--- src/rtl/compass_kernel_scheduler.sv ---
// Robinson compass edge scheduler: issues the eight 3x3 compass kernels for one window
// to a shared external MAC, then reports the strongest clamped response and its direction.
module compass_kernel_scheduler #(
  parameter int RESULT_TIMEOUT = 64,
  parameter int MAG_MAX        = 255
) (
  input  logic        clk,
  input  logic        rst,
  input  logic        win_valid,
  output logic        win_ready,
  input  logic [71:0] win_data,
  output logic        mac_issue,
  output logic [71:0] mac_window,
  output logic [71:0] mac_kernel,
  input  logic        mac_result_valid,
  input  logic [15:0] mac_result,
  output logic        out_valid,
  input  logic        out_ready,
  output logic [7:0]  out_mag,
  output logic [2:0]  out_dir,
  output logic        out_err,
  output logic        busy
);

  typedef enum logic [1:0] {IDLE, ISSUE, COLLECT, OUTPUT} state_e;

  localparam int          TW        = $clog2(RESULT_TIMEOUT + 1);
  localparam logic [15:0] MAG_MAX_W = 16'(MAG_MAX);

  state_e      state_q, state_d;
  logic [2:0]  issue_cnt_q, issue_cnt_d;
  logic [3:0]  res_cnt_q, res_cnt_d;
  logic [TW-1:0] tmo_q, tmo_d;
  logic [15:0] max_q, max_d;
  logic [2:0]  arg_q, arg_d;
  logic [71:0] win_q, win_d;
  logic [71:0] kern_q, kern_d;
  logic        issue_q, issue_d;
  logic        out_valid_q, out_valid_d;
  logic [7:0]  mag_q, mag_d;
  logic [2:0]  dir_q, dir_d;
  logic        err_q, err_d;
  logic [15:0] abs_res;
  logic        res_take;

  // Base ring R0, indexed by ring position offset.
  function automatic logic signed [7:0] ring_coef(input logic [2:0] i);
    logic signed [7:0] c;
    case (i)
      3'd0: c = -8'sd1;
      3'd1: c = -8'sd2;
      3'd2: c = -8'sd1;
      3'd3: c =  8'sd0;
      3'd4: c =  8'sd1;
      3'd5: c =  8'sd2;
      3'd6: c =  8'sd1;
      default: c = 8'sd0;
    endcase
    return c;
  endfunction

  // Clockwise outer ring starting top-left, mapped to raster pixel index.
  function automatic logic [3:0] ring_pos(input logic [2:0] k);
    logic [3:0] p;
    case (k)
      3'd0: p = 4'd0;
      3'd1: p = 4'd1;
      3'd2: p = 4'd2;
      3'd3: p = 4'd5;
      3'd4: p = 4'd8;
      3'd5: p = 4'd7;
      3'd6: p = 4'd6;
      default: p = 4'd3;
    endcase
    return p;
  endfunction

  function automatic logic [71:0] kernel_for(input logic [2:0] d);
    logic [71:0] k;
    logic [2:0]  ki;
    k = '0;
    for (int i = 0; i < 8; i++) begin
      ki = 3'(i);
      k[int'(ring_pos(ki)) * 8 +: 8] = ring_coef(ki + d);
    end
    return k;
  endfunction

  function automatic logic [15:0] abs16(input logic [15:0] v);
    logic [15:0] a;
    if (v == 16'h8000)  a = 16'h7fff;
    else if (v[15])     a = (~v) + 16'd1;
    else                a = v;
    return a;
  endfunction

  always_comb begin
    state_d     = state_q;
    issue_cnt_d = issue_cnt_q;
    res_cnt_d   = res_cnt_q;
    tmo_d       = tmo_q;
    max_d       = max_q;
    arg_d       = arg_q;
    win_d       = win_q;
    kern_d      = kern_q;
    issue_d     = issue_q;
    out_valid_d = out_valid_q;
    mag_d       = mag_q;
    dir_d       = dir_q;
    err_d       = err_q;
    abs_res     = abs16(mac_result);
    res_take    = (state_q == ISSUE || state_q == COLLECT) && mac_result_valid &&
                  (res_cnt_q < 4'd8);

    // Strict compare keeps the lowest direction on ties.
    if (res_take) begin
      res_cnt_d = res_cnt_q + 4'd1;
      if (abs_res > max_q) begin
        max_d = abs_res;
        arg_d = res_cnt_q[2:0];
      end
    end

    case (state_q)
      IDLE: begin
        if (win_valid) begin
          win_d       = win_data;
          kern_d      = kernel_for(3'd0);
          issue_cnt_d = 3'd0;
          issue_d     = 1'b1;
          max_d       = '0;
          arg_d       = '0;
          res_cnt_d   = '0;
          state_d     = ISSUE;
        end
      end
      ISSUE: begin
        if (issue_cnt_q == 3'd7) begin
          issue_d = 1'b0;
          tmo_d   = TW'(RESULT_TIMEOUT - 1);
          state_d = COLLECT;
        end else begin
          issue_cnt_d = issue_cnt_q + 3'd1;
          kern_d      = kernel_for(issue_cnt_q + 3'd1);
        end
      end
      COLLECT: begin
        if (res_cnt_d == 4'd8 || tmo_q == '0) begin
          state_d     = OUTPUT;
          out_valid_d = 1'b1;
          mag_d       = (max_d > MAG_MAX_W) ? 8'(MAG_MAX) : max_d[7:0];
          dir_d       = arg_d;
          err_d       = (res_cnt_d != 4'd8);
        end else begin
          tmo_d = tmo_q - 1'b1;
        end
      end
      OUTPUT: begin
        if (out_ready) begin
          out_valid_d = 1'b0;
          state_d     = IDLE;
        end
      end
      default: state_d = IDLE;
    endcase
  end

  always_ff @(posedge clk) begin
    if (rst) begin
      state_q     <= IDLE;
      issue_cnt_q <= '0;
      res_cnt_q   <= '0;
      tmo_q       <= '0;
      max_q       <= '0;
      arg_q       <= '0;
      win_q       <= '0;
      kern_q      <= '0;
      issue_q     <= 1'b0;
      out_valid_q <= 1'b0;
      mag_q       <= '0;
      dir_q       <= '0;
      err_q       <= 1'b0;
    end else begin
      state_q     <= state_d;
      issue_cnt_q <= issue_cnt_d;
      res_cnt_q   <= res_cnt_d;
      tmo_q       <= tmo_d;
      max_q       <= max_d;
      arg_q       <= arg_d;
      win_q       <= win_d;
      kern_q      <= kern_d;
      issue_q     <= issue_d;
      out_valid_q <= out_valid_d;
      mag_q       <= mag_d;
      dir_q       <= dir_d;
      err_q       <= err_d;
    end
  end

  assign win_ready  = (state_q == IDLE);
  assign busy       = (state_q != IDLE);
  assign mac_issue  = issue_q;
  assign mac_window = win_q;
  assign mac_kernel = kern_q;
  assign out_valid  = out_valid_q;
  assign out_mag    = mag_q;
  assign out_dir    = dir_q;
  assign out_err    = err_q;

endmodule

--- config.mk ---
export PLATFORM = sky130hd
export DESIGN_NAME = compass_kernel_scheduler
export DESIGN_NICKNAME = d
export VERILOG_FILES = /design/src/rtl/compass_kernel_scheduler.sv
export SDC_FILE = /design/constraint.sdc
export NUM_CORES = 1
export LEC_CHECK = 0
export ABC_AREA = 1
export ABC_CLOCK_PERIOD_IN_PS = 3900
export BUFFER_PORTS_ARGS = -buffer_cell sky130_fd_sc_hd__buf_4
export CAP_MARGIN = 20
export CORE_UTILIZATION = 50
export DETAILED_ROUTE_END_ITERATION = 10
export PLACE_DENSITY = 0.88
export SLEW_MARGIN = 0
export SYNTH_ARGS = -nofsm -noshare
export SYNTH_HDL_FRONTEND = slang
export SYNTH_SLANG_ARGS = --single-unit
--- constraint.sdc ---
create_clock -name clk -period 3.9 [get_ports clk]
set_clock_uncertainty 0.2 [all_clocks]
set_input_delay 0.78 -clock clk [delete_from_list [all_inputs] [get_ports clk]]
set_output_delay 0.78 -clock clk [all_outputs]
set_load 0.005 [all_outputs]
==> flow_summary_export.csv <==
group,metric,value,unit
run_status,run_status,"completed",
power,p_total,6.31,mW
grt,antenna_found_initial,1,
power,sequentialPowerShare,0.322,
power,p_int,3.90,mW
cts,clkSinkCount,138,
finish,antennaDiodeCount,0,
setup_path,worst_setup_path_end_kind,"flop",
drt,dr.pass1.iters,5,
synthesis,synthesis.area,7100,um2
drt,post-route-drc-count,0,
cts,insertion_delay,410,ps
setup_path,r2r_slack,1140,ps
synthesis,yosys_warnings,0,
job,max_cap_viol_count,0,
sta,rsz0062_at_grt,"no",
power,irDropWorstVdd,0.453,mV
sta,setup_violations,0,
setup_path,cp_slowest_cell,"ha_1",
cts,htreeDepth,4,
worst_hold_path,min_delay_path_depth,2,
synthesis,yosysSeqAreaShare,0.389,
finish,layout-drive-gt1-share,0.272,
sta,max_freq,0.283,GHz
synthesis,syn_inst,996,
setup_path,crit_family,"simple AND/OR/NAND/NOR gates",
power,swShare,0.382,
setup_path,path_common_cell,"nand2_1",
place,placedInstanceArea,8640,um2
setup_path,regToRegStartpoint,"state_q[0]$_SDFFE_PP0P_",
sta,slew_viol_final,0,
setup_path,arrival,3640,ps
finish,seq_area,2760,um2
worst_hold_path,worstHoldStart,"mac_kernel[25]$_SDFFE_PP0P_",
synthesis,ys_seq_elements,138,
sta,fin_ws,372,ps
cts,path_clk_slew,60,ps
drt,routed_wl,17.7,mm
cts,cts_made_buffers,17,
cts,hold_buffers,0,
drt,ant_nets,0,
sta,tns,0,ps
floorplan,dieArea,14700,um2
grt,grt_usage,0.240,
cts,cts_tree,"built",
floorplan,dieWidth,121,um
finish,design_area,9200,um2
power,combPwrFrac,0.440,
place,post-place-ws,-48.1,ps
power,p_sw,2.41,mW
sta,finalHoldViolCount,0,
setup_path,cp_cell_sequence,"buf_4 -> inv_1 -> ha_1 -> nand3_1 -> nand2_1 -> xor2_1 -> inv_1 -> nor2_1 -> inv_1 -> ha_1 -> nand2_1 -> nor2_1 -> nand4_1 -> o21bai_2 -> inv_2 -> nand2_8 -> nand2_1 -> nand2_1 -> nand2_2 -> nor2_4 -> nand3_1 -> nand2_1 -> inv_1",
setup_path,critPathKind,"in -> reg",
grt,grt_pass1_vias,5961,
synthesis,ys.flop_type,"dfxtp_1",
synthesis,synth_area_per_cell,7.13,um2
finish,syn_to_final_growth,29.6,%
grt,grt_max_degree,88,
drt,wire_per_inst,12.9,um
sta,finalCriticalPeriod,3530,ps
floorplan,ios,253,
grt,grt_overflow,0,
power,leakage,4.48,nW
setup_path,cp_data_required_time,4010,ps
floorplan,start_util,0.511,
setup_path,r2r_end,"tmo_q[2]$_SDFFE_PP0P_",
power,power_density,686,nW/um2
place,port_buffers,244,
worst_hold_path,min_to,"mac_kernel[25]$_SDFFE_PP0P_",
setup_path,reg2reg_depth,10,
finish,multi_input_comb_area,3390,um2
synthesis,synth_edf_count,0,
worst_hold_path,hold_path.class,"reg -> reg",
drt,routed_via_density,4.96,
sta,relSlewSlack,0.469,
grt,grt_pass1_wl,28.0,mm
finish,nFillCells,1171,
drt,drt_iter0_drc,564,
place,gp_congestion,0.940,
power,clockPowerShare,0.239,
floorplan,coreArea,13900,um2
drt,vias,6795,
finish,finalNetCount,1306,
floorplan,rows,43,
sta,tightestPinTransition,794,ps
setup_path,start_kind,"primary input",
cts,cts_buffer_depth,2,
setup_path,critPathBufInv,6,
setup_path,critPathMaxFanout,11,
setup_path,slowest_delay,270,ps
cts,clock-root-buffer,"clkbuf_16",
synthesis,async_flop_share,0,
setup_path,critical_path.startpoint,"mac_result[0]",
floorplan,die_h,121,um
place,hpwlAfterDp,12.8,mm
synthesis,ys_types,39,
sta,period_share,0.905,
[cell usage after synthesis (all sizes together), types with 4 or more instances]
master	instances	area [um2]
a21oi	42	218
buf	63	477
clkbuf	31	116
dfxtp	138	2760
ha	35	438
inv	103	387
nand2	146	633
nand3	38	195
nand4	9	56.3
nor2	248	982
nor3	4	20.0
o211ai	6	45.0
o21ai	106	546
xor2	8	70.1
[registers in the layout, indices dropped and copies added, names as in the netlist, 3 cells and up]
signal,cells
mac_window,72
mac_kernel,18
max_q,16
out_mag,8
tmo_q,7
res_cnt_q,4
arg_q,3
out_dir,3
[kinds of logic (layout without fill, tap and decap cells)]
group / Yosys count / after routing / share of synthesized area
AOI/OAI and AO/OA: 162 / 162 / 0.123
and+or+nand+nor: 451 / 451 / 0.273
buffers and inverters: 198 / 384 / 0.139
adders and majority gates: 35 / 35 / 0.0617
other: 1 / 8 / 0.000528
DFF: 138 / 138 / 0.389
xor gates and xnor gates: 11 / 11 / 0.0136
[stage by stage]
stage	std cells	util	hold WS, ps
floorplan	1003	-	255
global placement	1339	0.622	255
detailed placement	1339	0.622	265
CTS	1369	0.662	273
global route	1369	0.663	290
finish	1369	0.663	269
[placed cells by master (no fill, tap or decap), drive strengths merged, types with 2 or more instances in the layout]
cell type  synthesis  layout
inv              103     103
a21oi             42      42
o21ai            106     106
or2                2       2
buf               63     250
clkbuf            31      23
ha                35      35
dfxtp            138     138
xor2               8       8
o311ai             2       2
xnor2              3       3
nor3               4       4
nand3             38      38
nor4               3       3
clkinvlp           0       3
conb               1       8
o211ai             6       6
nor2             248     248
a41oi              2       2
nand2            146     146
nand4              9       9
clkinv             1       4
[power by group through the flow]
stage	registers [mW]	clock network, mW	logic [mW]
2_1_floorplan	2.04	0	1.83
3_5_place_dp	2.05	0	2.75
6_report	2.03	1.51	2.77
4_1_cts	2.03	1.53	2.77
3_3_place_gp	2.03	0	2.69
5_1_grt	2.08	1.59	3.13
[worst max path at each step]
stage / slack [ps] / depth (start not counted) / endpoint
floorplan: 470 / 23 / out_mag[0]$_SDFFE_PP0P_
global placement: 90 / 26 / out_mag[0]$_SDFFE_PP0P_
detailed placement: -50 / 23 / out_mag[7]$_SDFFE_PP0P_
CTS: 360 / 23 / out_mag[7]$_SDFFE_PP0P_
global route: 30 / 26 / out_mag[0]$_SDFFE_PP0P_
finish: 370 / 23 / out_mag[7]$_SDFFE_PP0P_
[routing by layer]
layer  vias up  global-route usage  share of wire
li1       3448                   -              -
met1      3057               0.292           0.42
met2       259               0.410           0.50
met3        29              0.0578          0.068
met4         2              0.0872          0.016
met5         -                   0        0.00062
[tightest hold or removal path: stages, from the launching register on]
cell     delay, ps
dfxtp_1        310
nand2_1         60
a21oi_1         60
[repair_timing]
action,in CTS,in global routing
buffers inserted,0,0
setup endpoints to repair,0,3
gates resized for setup,0,1
[final cells by class]
type	instances	area share
inverter	104	0.0424
clock buffer	23	0.0530
sequential	138	0.300
multi-input combinational	667	0.368
clock inverter	7	0.00734
timing repair buffer	250	0.204
tap	180	0.0245
(Power assumes the default switching activity.)
